File: src/rtl/ds_sample_scheduler.sv
// ds_sample_scheduler: buffers host samples in a small FIFO and holds each one on u
// for (osr_cfg+1) modulator pulses, latching the gain shift at sample boundaries.
module ds_sample_scheduler #(
    parameter int unsigned IN_BITS          = 16,
    parameter int unsigned SHIFT_COUNT_BITS = 4,
    parameter int unsigned FIFO_AW          = 2,
    parameter int unsigned OSR_BITS         = 8
) (
    input  logic                        clk,
    input  logic                        reset,
    input  logic                        enable,
    input  logic                        flush,
    input  logic [IN_BITS-1:0]          in_data,
    input  logic                        in_valid,
    output logic                        in_ready,
    input  logic [OSR_BITS-1:0]         osr_cfg,
    input  logic [SHIFT_COUNT_BITS-1:0] rshift_cfg,
    input  logic [IN_BITS-1:0]          idle_value,
    input  logic                        pulse_done,
    output logic [IN_BITS-1:0]          u,
    output logic [SHIFT_COUNT_BITS-1:0] u_rshift,
    output logic                        sample_tick,
    output logic                        underflow,
    input  logic                        clear_underflow,
    output logic [FIFO_AW:0]            fifo_level
);

    localparam int unsigned DEPTH = 1 << FIFO_AW;
    localparam int unsigned LVL_W = FIFO_AW + 1;

    typedef enum logic [1:0] {
        ST_IDLE    = 2'd0,
        ST_RUN     = 2'd1,
        ST_STARVED = 2'd2
    } state_t;

    state_t                      r_state;
    state_t                      w_state_nxt;
    logic [IN_BITS-1:0]          r_mem [DEPTH];
    logic [LVL_W-1:0]            r_wr_ptr;
    logic [LVL_W-1:0]            r_rd_ptr;
    logic [IN_BITS-1:0]          r_u;
    logic [SHIFT_COUNT_BITS-1:0] r_u_rshift;
    logic [OSR_BITS-1:0]         r_hold_cnt;
    logic                        r_sample_tick;
    logic                        r_underflow;

    logic [LVL_W-1:0]            w_level;
    logic                        w_full;
    logic                        w_avail;
    logic                        w_push;
    logic                        w_load;
    logic                        w_uf_set;
    logic                        w_u_idle;
    logic [OSR_BITS-1:0]         w_hold_nxt;

    // FIFO occupancy from pointers including the wrap bit; a flush hides any stored entry
    assign w_level  = r_wr_ptr - r_rd_ptr;
    assign w_full   = (w_level == LVL_W'(DEPTH));
    assign w_avail  = (w_level != '0) && !flush;
    assign w_push   = in_valid && !w_full && !flush;

    assign in_ready    = !w_full;
    assign fifo_level  = w_level;
    assign u           = r_u;
    assign u_rshift    = r_u_rshift;
    assign sample_tick = r_sample_tick;
    assign underflow   = r_underflow;

    // FSM state register
    always_ff @(posedge clk or posedge reset) begin
        if (reset) r_state <= ST_IDLE;
        else       r_state <= w_state_nxt;
    end

    // Next-state and datapath control; loads happen only on pulse boundaries once running
    always_comb begin
        w_state_nxt = r_state;
        w_load      = 1'b0;
        w_uf_set    = 1'b0;
        w_u_idle    = 1'b0;
        w_hold_nxt  = r_hold_cnt;
        if (!enable) begin
            w_state_nxt = ST_IDLE;
            w_u_idle    = 1'b1;
            w_hold_nxt  = '0;
        end else begin
            case (r_state)
                ST_IDLE: begin
                    w_hold_nxt = '0;
                    if (w_avail) begin
                        w_load      = 1'b1;
                        w_state_nxt = ST_RUN;
                    end else begin
                        w_u_idle    = 1'b1;
                        w_state_nxt = ST_STARVED;
                    end
                end
                ST_RUN: begin
                    if (pulse_done) begin
                        if (r_hold_cnt < osr_cfg) begin
                            w_hold_nxt = r_hold_cnt + OSR_BITS'(1);
                        end else begin
                            w_hold_nxt = '0;
                            if (w_avail) begin
                                w_load = 1'b1;
                            end else begin
                                w_uf_set    = 1'b1;
                                w_state_nxt = ST_STARVED;
                            end
                        end
                    end
                end
                ST_STARVED: begin
                    if (pulse_done && w_avail) begin
                        w_load      = 1'b1;
                        w_hold_nxt  = '0;
                        w_state_nxt = ST_RUN;
                    end
                end
                default: begin
                    w_state_nxt = ST_IDLE;
                    w_hold_nxt  = '0;
                end
            endcase
        end
    end

    // FIFO storage; contents are don't-care until written
    always_ff @(posedge clk) begin
        if (w_push) r_mem[r_wr_ptr[FIFO_AW-1:0]] <= in_data;
    end

    // FIFO pointers; flush wins over same-cycle push/pop
    always_ff @(posedge clk or posedge reset) begin
        if (reset) begin
            r_wr_ptr <= '0;
            r_rd_ptr <= '0;
        end else if (flush) begin
            r_wr_ptr <= '0;
            r_rd_ptr <= '0;
        end else begin
            if (w_push) r_wr_ptr <= r_wr_ptr + LVL_W'(1);
            if (w_load) r_rd_ptr <= r_rd_ptr + LVL_W'(1);
        end
    end

    // Output sample, shift, hold counter, tick and sticky underflow
    always_ff @(posedge clk or posedge reset) begin
        if (reset) begin
            r_u           <= '0;
            r_u_rshift    <= '0;
            r_hold_cnt    <= '0;
            r_sample_tick <= 1'b0;
            r_underflow   <= 1'b0;
        end else begin
            if (w_load) begin
                r_u        <= r_mem[r_rd_ptr[FIFO_AW-1:0]];
                r_u_rshift <= rshift_cfg;
            end else if (w_u_idle) begin
                r_u <= idle_value;
            end
            r_hold_cnt    <= w_hold_nxt;
            r_sample_tick <= w_load;
            if (w_uf_set)             r_underflow <= 1'b1;
            else if (clear_underflow) r_underflow <= 1'b0;
        end
    end

endmodule

File: config.mk
export PLATFORM = sky130hd
export DESIGN_NAME = ds_sample_scheduler
export DESIGN_NICKNAME = d
export VERILOG_FILES = /design/src/rtl/ds_sample_scheduler.sv
export SDC_FILE = /design/constraint.sdc
export NUM_CORES = 1
export LEC_CHECK = 0
export BUFFER_PORTS_ARGS = -buffer_cell sky130_fd_sc_hd__buf_2
export CAP_MARGIN = 20
export CORE_AREA = 2 2 96 98
export DETAILED_ROUTE_END_ITERATION = 10
export DIE_AREA = 0 0 98 100
export PLACE_DENSITY = 0.77
export SLEW_MARGIN = 30
export SYNTH_ARGS = -nofsm -noshare
export SYNTH_HDL_FRONTEND = slang
export SYNTH_SLANG_ARGS = --single-unit
export TNS_END_PERCENT = 30
File: constraint.sdc
create_clock -name clk -period 6.25 [get_ports clk]
set_input_delay 0.625 -clock clk [delete_from_list [all_inputs] [get_ports clk]]
set_output_delay 0.625 -clock clk [all_outputs]
set_load 0.01 [all_outputs]
-- Word level (Yosys, flattened, before mapping)
Memory sizes are Yosys's and may differ from the RTL's.
Cells that the tools add are included.
- input bits: 51
- memories kept: 1
- RAM bits: 64
- register bits after elaboration: 38
- equal/unequal tests: 7
- reductions and logical operators: 14
- mux-type cells: 35
- add/subtract/negate cells: 4
- order comparisons: 1
- memory list (name ; words ; bits a word ; rd ports ; clocked after memory_dff ; write ports ; RTL line ; text):
    r_mem ; 4 ; 16 ; 1 ; 0 ; 1 ; 39 ; logic [IN_BITS-1:0] r_mem [DEPTH];
- operators with widths (operator ; number):
    two-way mux 16 bit ; 2
    two-way mux 8 bit ; 4
    two-way mux 1 bit ; 16
    one-hot mux 8 bit (2 select lines) ; 1
    two-way mux 2 bit ; 6
    two-way mux 3 bit ; 4
    inequality test 3 bit (second input constant) ; 4
    adder 8 x 1 -> 8 bit (second input constant) ; 1
    less-than comparator 8 bit ; 1
    nonzero test 2 bit ; 4
    adder 3 x 1 -> 3 bit (second input constant) ; 2
    one-hot mux 2 bit (3 select lines) ; 1
    logical AND 1 bit ; 4
    AND reduction 4 bit ; 1
    == test 3 bit (second input constant) ; 1
    one-hot mux 1 bit (3 select lines) ; 1
    nonzero test 3 bit ; 1
    subtractor 3 bit ; 1
    == test 2 x 1 -> 1 bit (second input constant) ; 1
    == test 2 bit (second input constant) ; 1
    logical NOT 1 bit ; 2
    logical NOT 2 bit ; 1
    AND reduction 2 bit ; 1

-- Depth between registers and ports, before layout
Gate-level depths: netlist of the first run.
- word-level depth: 10
- gate-level depth with buffers: 10
- mapped depth without buffers: 9

-- Least setup slack after synthesis of the first run
Ideal clock, no wire load.
- path type: register -> register
- start: register r_wr_ptr[0]
- end: register r_u[0] (netlist: u[0])
- stages on the path, launching flop included: 10
- period minus slack after synthesis: 2.747 ns
- data arrival time: 2.622 ns
- setup slack: 3.503 ns
- buffers on the path: 1
- setup time: 0.125 ns
- cells stage by stage: dfrtp_1 inv_1 ha_1 fa_1 xor3_2 o21ba_4 o31ai_4 buf_8 mux2_1 mux2_4
- word-level cells in the longest chain between the ends: 9
- elaborated cells between the ends (all ways): 15
- those cells by class: add/sub (1); mux (10); reduce/logical (4)
- ends and longest elaborated chain (element ; RTL line ; text):
    start: declaration ; 40 ; logic [LVL_W-1:0] r_wr_ptr;
    start signal: assignment ; 143 ; if (w_push) r_wr_ptr <= r_wr_ptr + LVL_W'(1);
    subtractor 3 bit (*) ; 58 ; assign w_level = r_wr_ptr - r_rd_ptr;
    net fifo_level[2] ; 25 ; output logic [FIFO_AW:0] fifo_level
    nonzero test 3 bit (*) ; 60 ; assign w_avail = (w_level != '0) && !flush;
    logical AND 1 bit (*) ; 60 ;
    two-way mux 1 bit ; 91, 105 ;
    two-way mux 1 bit ; 101 ; if (r_hold_cnt < osr_cfg) begin
    two-way mux 1 bit ; 100 ; if (pulse_done) begin
    one-hot mux 1 bit (3 select lines) ; 88 ; case (r_state)
    two-way mux 1 bit ; 83 ; if (!enable) begin
    two-way mux 16 bit / nonzero test 2 bit (equally long branches) ; -- ;
    end signal: assignment ; 158 ; r_u <= r_mem[r_rd_ptr[FIFO_AW-1:0]];
    end signal: assignment ; 161 ; r_u <= idle_value;
    end: declaration ; 42 ; logic [IN_BITS-1:0] r_u;
Mark *: on every way through the listed nets, which the timed path passes. The rest lies on a longest branch.
A chain may end at the register's enable or synchronous reset.

-- Final worst setup path of the first run
- start: register r_rd_ptr[0]
- end: register r_u[10] (netlist: u[10])
- word-level cells in the longest chain between the ends: 9
- elaborated cells between the ends (all ways): 16
- those cells by class: add/sub (1); mux (10); reduce/logical (4); memory (1)
- ends and longest elaborated chain (element ; RTL line ; text):
    start: declaration ; 41 ; logic [LVL_W-1:0] r_rd_ptr;
    start signal: assignment ; 144 ; if (w_load) r_rd_ptr <= r_rd_ptr + LVL_W'(1);
    subtractor 3 bit ; 58 ;
    nonzero test 3 bit ; 60 ;
    logical AND 1 bit ; 60 ;
    two-way mux 1 bit ; 91, 105 ;
    two-way mux 1 bit ; 101 ;
    two-way mux 1 bit ; 100 ;
    one-hot mux 1 bit (3 select lines) ; 88 ;
    two-way mux 1 bit ; 83 ;
    two-way mux 16 bit / nonzero test 2 bit (equally long branches) ; -- ;
Several ways; a longest one is shown, not always the timed one.

==> flow_summary.ini, run 1 <==
[floorplan]
die_h_microns = 100
start_util_pct = 53.20
core_sq_um = 8890
core.rowCount = 35
die_w_microns = 98
dieArea_sq_um = 9800
io_pins = 77

[power_and_ir_drop]
ir_drop_v = 0.0001776
p_leak_uw = 0.002194
power_density_nw_per_um2 = 371.8
total_power_uw = 1994

[run]
maxCapViolations = 0

[routing]
wl_per_cell_microns = 17.17
vias = 2698
ant_nets = 0
vias_per_cell = 5.517
first_pass_iters = 4
routed_wl_mm = 8.396
drc = 0
drt-initial-drc-count = 112

[clocking]
clock_sinks = 102
cts_tree = yes
cts-buffers-inserted = 9
ctsHoldBuffers = 0
clk_pin_slew_ns = 0.10
cts_setup_buffers = 0
cts-root-buf = clkbuf_8
post_cts_resized = 0
clkLatencyLatePin_ns = 0.35
htree_levels = 3
clock_path_buffers = 2

[timing]
hold_ws_ns = 0.3860
fmax_ghz = 0.2961
fin_setup_tns_ns = 0
worst_slew_pin_slew_ns = 0.9033
drv_slew = 0
final.period_utilization_pct = 54.03
final.setup_skew_ns = 0.01386
rsz0062_at_grt = no
post-route-min-period_ns = 3.377
setup_viol = 0
slew_headroom_pct = 39.78
finalHoldViolCount = 0

[logic_synthesis]
ys_seq_area_share_pct = 60.74
synthFlopType = edfxtp_1
synthDistinctLibCells = 51
synth_nets = 362
synthMuxAreaShare_pct = 18.20
synth_top_family_by_area = multiplexers
synth-xor-area-share_pct = 0.8995
synth-async-reset-ratio_pct = 37.25
netlist.area_leader.share_pct = 40.63
synth-edff-count = 64
ys_warn_count = 0
yosysTopAreaCell = edfxtp_1
netlist_instances = 296
synth-seq-cells = 102
yosys.area_share.simple_pct = 6.376
synth_area_per_cell_sq_um = 15.98
netlist_area_sq_um = 4730
synth_fa_ha_area_share_pct = 4.127
yosys-top-cells-area = edfxtp_1 (41%), dfrtp_1 (20%), mux4_1 (4.4%), mux2_2 (4.3%), mux4_2 (3.8%)
synth-compound-area-share_pct = 5.344

[critical_path]
cp_top_family = compound AO/OA/AOI/OAI gates
setup.worst_path.start_class = flip-flop
path_cells = ha_1 > fa_1 > nand2_1 > o21ba_4 > o31ai_4 > mux2_2 > mux2_2
crit_type = flip-flop to flip-flop
critPathSlowestCell = o31ai_4
cp_data_required_time_ns = 6.48
slowest_delay_ns = 0.73
cp_num_buf_inv = 0
arrival_ns = 3.61
path_max_fanout = 20
critical_path.endpoint_type = flip-flop
cp_common_cell = mux2_2

[layout]
final_cell_mix = buf_2 (76), edfxtp_1 (64), dfrtp_1 (37)
stdcell_count = 489
layout.nets = 439
drive_gt1_share_pct = 36.77
n_antenna_cell = 0
final_common_cell = buf_2
synthToLayoutAreaGrowth_pct = 13.41

[global_route]
grt_first_pass_wirelength_mm = 13.26
antenna_found_initial = 1
grt_max_degree = 39
overflow = 0
grt_pass1_vias = 2718
track_usage_pct = 17.45

[placement]
place_congestion = 0.8342
io_buffers = 76
dp_hpwl_mm = 5.738
place_inst = 473

[min_path]
worstHoldPathType = primary input to async pin

[status]
outcome = finished, final reports clean
[synthesized netlist by cell type (3+ instances only)]
library cell  instances
mux2_2               18
o22ai_1               5
nand3_1               8
nor2_1                9
mux4_1                8
mux2_1               10
dfrtp_1              38
clkbuf_1              4
and2_1                6
ha_1                 14
a211oi_1              3
nand2_1              11
a31oi_1               6
mux2_4                9
o21ai_0               8
mux4_2                8
edfxtp_1             64
buf_6                 3
nand4_1               3
inv_1                21
[kinds of logic after synthesis]
kind of cell | count (synthesis)
flops | 102
buf+inv | 34
compound gates | 34
xor+xnor | 3
fa+ha+maj | 15
mux | 55
simple gates | 53
[flip-flops by register name (all words and copies together) (netlist names)]
name and count:
r_rd_ptr 3, underflow 1, r_mem 64, r_wr_ptr 3, u 16, r_hold_cnt 8
u_rshift 4, sample_tick 1, r_state 2
[path summary, 6_finish.rpt]
check                                        start                      end  slack (ns)  cells past startpoint
setup / recovery           r_rd_ptr[0]$_DFFE_PP0P_        u[10]$_DFFE_PP0P_        2.87                      7
hold / removal                               reset  u_rshift[2]$_DFFE_PP0P_        0.39                      3
setup reg to reg           r_rd_ptr[0]$_DFFE_PP0P_        u[10]$_DFFE_PP0P_        2.87                      7
hold reg to reg            u_rshift[1]$_DFFE_PP0P_  u_rshift[1]$_DFFE_PP0P_        0.51                      1
max in group asynchronous                    reset  r_rd_ptr[0]$_DFFE_PP0P_        5.49                      3
min in group clk                       in_data[13]   r_mem[1][13]$_DFFE_PP_        0.49                      1
[area by class of cell]
type,instances,area (sq um)
fill,698,3526
multi-input combinational,160,1654
clock inverter,7,95.09
inverter,22,82.58
timing repair buffer,78,395.4
tap,111,138.9
clock buffer,9,123.9
sequential,102,2874
[through the flow]
stage	instance area (sq um)	utilization [%]	worst slack (ns)
2_1_floorplan	4730	-	3.503
3_5_place_dp	5145	57.87	2.819
4_1_cts	5364	60.34	2.821
3_3_place_gp	5142	57.85	2.533
5_1_grt	5364	60.34	2.725
6_report	5364	60.34	2.873
[power breakdown]
group          total [uW]  switching, uW  leakage, uW  internal (uW)
clock network         449            222     0.000112            227
logic                 619            291      0.00102            328
registers             926           91.3      0.00106            835
[routing by layer]
metal | GRT usage [%] | up-vias | part of all wire [%]
met5 | 0 | - | 0.15
met4 | 5.342 | 2 | 1.1
met3 | 3.343 | 13 | 5.6
met2 | 30.77 | 80 | 51
met1 | 22.10 | 1324 | 42
li1 | - | 1279 | -
[worst min-delay path, delay by kind of cell]
kind,cells,cell delay (ns)
buffers and inverters,3,0.56
No activity file was read; power rests on OpenSTA's default activity.
==> run 2, diff against run 1 <==
--- a/config.mk
+++ b/config.mk
@@ -5,11 +5,12 @@
 export SDC_FILE = /design/constraint.sdc
 export NUM_CORES = 1
 export LEC_CHECK = 0
+export ABC_AREA = 1
 export BUFFER_PORTS_ARGS = -buffer_cell sky130_fd_sc_hd__buf_2
 export CAP_MARGIN = 20
-export CORE_AREA = 2 2 96 98
+export CORE_AREA = 2 2 98 100
 export DETAILED_ROUTE_END_ITERATION = 10
-export DIE_AREA = 0 0 98 100
+export DIE_AREA = 0 0 100 102
 export PLACE_DENSITY = 0.77
 export SLEW_MARGIN = 30
 export SYNTH_ARGS = -nofsm -noshare
==> constraint.sdc (replaced) <==
create_clock -name clk -period 3.5 [get_ports clk]
set_input_delay 0.35 -clock clk [delete_from_list [all_inputs] [get_ports clk]]
set_output_delay 0.35 -clock clk [all_outputs]
set_load 0.01 [all_outputs]
==> run 2 against run 1 <==
Effect of this change: cell count is 45% higher; largest power group unchanged; critical path depth up 8; non-clock buffer count grew 5; cell area increased by 4.4%; utilization up 1.1 points.
==> flow_summary.ini, run 2 <==
[status]
outcome = finished, final reports clean

[run]
maxCapViolations = 0

[logic_synthesis]
ys_seq_area_share_pct = 58.22
yosysMostFrequentCell = nand2_1
ys_warn_count = 0
yosysTopAreaCell = edfxtp_1
synth-edff-count = 64
ys_top_cells_by_count = nand2_1 (102), inv_1 (85), edfxtp_1 (64)
yosys-top-cells-area = edfxtp_1 (39%), dfrtp_1 (19%), nand2_1 (7.8%), inv_1 (6.5%), nand3_1 (4.9%)
synth_nets = 585
synth_area_per_cell_sq_um = 9.508
synth-async-reset-ratio_pct = 37.25
netlist.area_leader.share_pct = 38.95
netlist_instances = 519
synthDistinctLibCells = 30
synthFlopType = edfxtp_1
netlist_area_sq_um = 4935
synth-seq-cells = 102

[layout]
fillers = 744
synthToLayoutAreaGrowth_pct = 13.49
n_antenna_cell = 0
layout.nets = 660
multi_input_area_sq_um = 1595
final_cell_mix = nand2_1 (102), inv_1 (84), buf_2 (76)
stdcell_count = 710
seq_area_sq_um = 2873
drive_gt1_share_pct = 20.53
finish.instance_area_sq_um = 5600
final_common_cell = nand2_1
largest_reg_flops = 64

[floorplan]
die_w_microns = 100
die_h_microns = 102
dieArea_sq_um = 10200
start_util_pct = 54.18
core.rowCount = 35
io_pins = 77
core_sq_um = 9109

[power_and_ir_drop]
ir_drop_v = 0.0002774
p_leak_uw = 0.002735
total_power_uw = 3259
power_density_nw_per_um2 = 581.9

[timing]
rsz0062_at_grt = no
fmax_ghz = 0.3779
slew_headroom_pct = 63.47
fin_setup_tns_ns = 0
drv_slew = 0
hold_ws_ns = 0.08180
final.period_utilization_pct = 75.61
worst_slew_pin_slew_ns = 0.5471
final.setup_skew_ns = 0.01655
finalHoldViolCount = 0
post-route-min-period_ns = 2.646
setup_viol = 0

[routing]
vias = 3669
ant_nets = 0
routed_wl_mm = 10.03
drc = 0
wl_per_cell_microns = 14.13
drt-initial-drc-count = 199
vias_per_cell = 5.168
first_pass_iters = 4

[critical_path]
cp_common_cell = nand2_1
path_max_fanout = 40
r2r_cells = 15
slowest_delay_ns = 0.41
setup.worst_path.start_class = flip-flop
arrival_ns = 2.92
r2r-end = u[6]$_DFFE_PP0P_
cp_data_required_time_ns = 3.77
rrSetupSlack_ns = 0.85
critPathSlowestCell = fa_1
r2r_start = r_wr_ptr[0]$_DFFE_PP0P_
path_cells = inv_1 > ha_1 > fa_1 > xor2_1 > nand2_1 > nand2_1 > nand3_2 > nand3_2 > inv_2 > nand2_2 > nand2_4 > nand2_4 > nand3_1 > nand2_1 > inv_1
critical_path.endpoint_type = flip-flop
crit_type = flip-flop to flip-flop

[clocking]
clock_sinks = 102
cts-buffers-inserted = 9
cts_setup_buffers = 0
cts_tree = yes
cts-root-buf = clkbuf_8
clkLatencyLatePin_ns = 0.36
clk_pin_slew_ns = 0.11
htree_levels = 3
ctsHoldBuffers = 0
post_cts_resized = 0
clock_path_buffers = 2

[global_route]
track_usage_pct = 20.44
grt_max_degree = 41
overflow = 0
antenna_found_initial = 0
grt_pass1_vias = 3345
grt_first_pass_wirelength_mm = 16.13

[placement]
placed_area_sq_um = 5379
dp_hpwl_mm = 6.710
place_inst = 694
io_buffers = 76
place_congestion = 0.9126

[min_path]
worstHoldPathType = primary input to async pin
-- run 2: worst max-delay path: cells and delay by family (launching register included) --
family | cells | cell delay (ns)
xor gates and xnor gates | 1 | 0.16
adders and majority gates | 2 | 0.63
buffers and inverters | 3 | 0.18
DFF | 1 | 0.39
and+or+nand+nor | 9 | 1.18
-- run 2: metrics by stage --
stage / setup slack (ns) / utilization, %
after floorplan: 0.6042 / -
after global placement: 0.9763 / 59.05
after detailed placement: 0.8890 / 59.05
after CTS: 0.8521 / 61.48
after global routing: 0.5612 / 61.48
final: 0.8536 / 61.48
-- run 2: kinds of logic after synthesis --
group / after synthesis / synth area share, %
AO/OA/AOI/OAI: 70 / 7.733
buffers and inverters: 108 / 9.457
flip-flops: 102 / 58.21
AND/OR/NAND/NOR: 220 / 19.93
XOR/XNOR: 4 / 0.7101
adder cells (fa/ha/maj): 15 / 3.955
-- run 2: worst max-delay path by stage --
stage,start,slack (ns),endpoint,depth (start not counted)
finish,r_wr_ptr[0]$_DFFE_PP0P_,0.85,u[6]$_DFFE_PP0P_,15
global route,r_wr_ptr[0]$_DFFE_PP0P_,0.56,u[14]$_DFFE_PP0P_,15
CTS,r_wr_ptr[0]$_DFFE_PP0P_,0.85,u[6]$_DFFE_PP0P_,15
detailed placement,r_wr_ptr[0]$_DFFE_PP0P_,0.89,u[11]$_DFFE_PP0P_,15
global placement,r_wr_ptr[0]$_DFFE_PP0P_,0.98,u[15]$_DFFE_PP0P_,15
floorplan,r_wr_ptr[0]$_DFFE_PP0P_,0.60,r_mem[0][0]$_DFFE_PP_,12
-- run 2: metal layers --
metal	vias to the layer above	global-route usage, %	share of wire, %
li1	1844	-	-
met3	12	2.873	4.4
met1	1716	27.78	46
met4	0	7.271	1.6
met2	97	34.10	48
met5	-	0	0
-- run 2: layout make-up --
type,count,area share (%)
clock buffers,9,2.212
clock inverters,7,1.743
inverters,89,6.055
multi-input cells,309,28.49
flip-flops and latches,102,51.30
well taps,111,2.480
repair buffers,83,7.730
-- run 2: power by group --
part	switching (uW)	internal (uW)
Sequential	81.8	1440
Clock	449	356
Combinational	607	324
Total	1140	2120
==> run 3, diff against run 2 <==
--- a/config.mk
+++ b/config.mk
@@ -8,10 +8,10 @@
 export ABC_AREA = 1
 export BUFFER_PORTS_ARGS = -buffer_cell sky130_fd_sc_hd__buf_2
 export CAP_MARGIN = 20
-export CORE_AREA = 2 2 98 100
+export CORE_AREA = 2 2 102 104
 export DETAILED_ROUTE_END_ITERATION = 10
-export DIE_AREA = 0 0 100 102
-export PLACE_DENSITY = 0.77
+export DIE_AREA = 0 0 104 106
+export PLACE_DENSITY = 0.74
 export SLEW_MARGIN = 30
 export SYNTH_ARGS = -nofsm -noshare
 export SYNTH_HDL_FRONTEND = slang
==> constraint.sdc (replaced) <==
create_clock -name clk -period 2.4 [get_ports clk]
set_input_delay 0.24 -clock clk [delete_from_list [all_inputs] [get_ports clk]]
set_output_delay 0.24 -clock clk [all_outputs]
set_load 0.01 [all_outputs]
==> run 3 against run 2 <==
Effect of this change: total power increased by 48%; hold slack got worse by 0.054 ns; clock power increased by 36%; routed wire length increased by 4.1%; utilization decreased by 2.1 points; register-to-register slack got worse by 0.78 ns; count of clock-buffer cells in the layout unchanged; clock skew decreased by 0.00097 ns; combinational power increased by 65%; sequential cell count unchanged; global-route usage decreased by 0.96 points; critical endpoint is now r_mem[3][9]$_DFFE_PP_.
==> flow_summary.ini, run 3 (synthesis results as in run 2) <==
[timing]
hold_ws_ns = 0.02731
setup_viol = 0
final.setup_skew_ns = 0.01558
slew_headroom_pct = 66.65
drv_slew = 0
finalHoldViolCount = 0
final.period_utilization_pct = 96.78
fmax_ghz = 0.4305
rsz0062_at_grt = yes
post-route-min-period_ns = 2.323
fin_setup_tns_ns = 0
worst_slew_pin_slew_ns = 0.4997

[placement]
place_inst = 728
placed_area_sq_um = 5585
dp_hpwl_mm = 6.977
place_congestion = 0.8165
io_buffers = 76

[clocking]
clock_sinks = 102
clock_path_buffers = 2
cts_tree = yes
htree_levels = 3
clkLatencyLatePin_ns = 0.38
cts-buffers-inserted = 9
cts-root-buf = clkbuf_8
clk_pin_slew_ns = 0.11

[layout]
finish.instance_area_sq_um = 5937
largest_reg_flops = 64
seq_area_sq_um = 2873
fillers = 852
final_cell_mix = nand2_1 (96), inv_1 (82), buf_2 (76)
n_antenna_cell = 0
synthToLayoutAreaGrowth_pct = 20.31
fin_util_pct = 59.37
final_common_cell = nand2_1
drive_gt1_share_pct = 24.63
multi_input_area_sq_um = 1694
stdcell_count = 749
layout.nets = 674

[power_and_ir_drop]
combPwrFrac_pct = 31.6
p_sw_uw = 1739
p_clk_share_pct = 22.5
p_leak_uw = 0.002839
power_density_nw_per_um2 = 815.1
p_int_uw = 3100
ir_drop_v = 0.0003516
p_seq_share_pct = 45.9
sw_frac_of_total_pct = 35.94

[run]
maxCapViolations = 0

[critical_path]
critical_path.endpoint_type = flip-flop
path_cells = ha_4 > fa_2 > xor2_1 > nand2_1 > nand2_2 > inv_2 > nand3_2 > nand2_2 > inv_4 > nand2_4 > nor2_4 > clkbuf_16
crit_cells = 12
rrSetupSlack_ns = 0.08
arrival_ns = 2.43
cp_data_required_time_ns = 2.51
r2r_start = r_rd_ptr[0]$_DFFE_PP0P_
slowest_delay_ns = 0.43
r2r-end = r_mem[3][9]$_DFFE_PP_
critPathSlowestCell = dfrtp_1
path_max_fanout = 8
cp_common_cell = nand2_2
setup.worst_path.start_class = flip-flop
crit_type = flip-flop to flip-flop
cp_top_family = simple AND/OR/NAND/NOR gates
cp_num_buf_inv = 3
r2r_cells = 12

[routing]
dr.max_layer_used = met4
first_pass_iters = 4
routed_wl_mm = 10.44
wirelength_met1_mm = 4.577
wl_per_cell_microns = 13.93
vias = 3783
drc = 0
wl_met2_mm = 5.043
wl_met3_microns = 604
ant_nets = 0
drt-initial-drc-count = 248
vias_per_cell = 5.051

[min_path]
hold_start = clear_underflow
holdPathEnd = underflow$_DFFE_PP0P_
worstHoldPathType = primary input to flip-flop
whs_path_depth = 2

[global_route]
antenna_found_initial = 0
track_usage_pct = 19.49
overflow = 0
grt_first_pass_wirelength_mm = 17.01
grt_max_degree = 39
grt_pass1_vias = 3688

[floorplan]
die_w_microns = 104
core.rowCount = 37
die_h_microns = 106
dieArea_sq_um = 11020
start_util_pct = 49.35
io_pins = 77
core_sq_um = 10000

[status]
outcome = finished, final reports clean
run 3: cell types whose count changed in the layout (fill, tap and decap cells not counted), sizes merged:
cell / previous run / this run
buf: 83 / 94
clkinv: 2 / 5
clkbuf: 9 / 11
inv: 93 / 91
bufinv: 1 / 0
dlygate4sd3: 0 / 1
run 3: metal layers:
layer  track usage, %  up-vias
met2            32.47      128
met3            3.433       17
met4            9.266        0
li1                 -     1879
met5                0        -
met1            24.89     1759
run 3: worst max-delay path by stage:
stage,from,to,slack (ns)
after detailed placement,r_wr_ptr[0]$_DFFE_PP0P_,r_mem[3][0]$_DFFE_PP_,0.05
after CTS,r_wr_ptr[0]$_DFFE_PP0P_,r_mem[3][7]$_DFFE_PP_,0.03
after global routing,r_rd_ptr[0]$_DFFE_PP0P_,r_mem[3][9]$_DFFE_PP_,-0.04
after global placement,r_wr_ptr[0]$_DFFE_PP0P_,r_mem[3][5]$_DFFE_PP_,0.13
final,r_rd_ptr[0]$_DFFE_PP0P_,r_mem[3][9]$_DFFE_PP_,0.08
after floorplan,r_wr_ptr[0]$_DFFE_PP0P_,r_mem[3][0]$_DFFE_PP_,0.01
run 3: cell type report:
| cell class | instances | share of cell area, % |
|---|---|---|
| Clock buffer | 9 | 2.086 |
| Multi-Input combinational cell | 309 | 28.54 |
| Clock inverter | 7 | 1.454 |
| Tap cell | 136 | 2.866 |
| Sequential cell | 102 | 48.39 |
| Inverter | 89 | 5.796 |
| Timing Repair Buffer | 97 | 10.87 |
run 3: power groups by stage:
stage	clock (uW)	combinational (uW)	sequential, uW
finish	1090	1530	2220
global route	1170	1740	2250
CTS	1110	1450	2220
detailed placement	0	1440	2260
global placement	0	1400	2250
floorplan	0	912	2330
run 3: through the flow:
stage	setup WS (ns)	total power (uW)
floorplan	0.01322	3239
global placement	0.1343	3652
detailed placement	0.05495	3702
CTS	0.03466	4787
global route	-0.04232	5154
finish	0.07726	4839
run 3: what timing repair did:
| item | in CTS | in global routing |
|---|---|---|
| gates resized for setup | 0 | 18 |
| setup endpoints to repair | 0 | 93 |
| endpoints found under the hold margin | 38 | 0 |
| hold buffers | 1 | 0 |
| setup buffers | 0 | 2 |
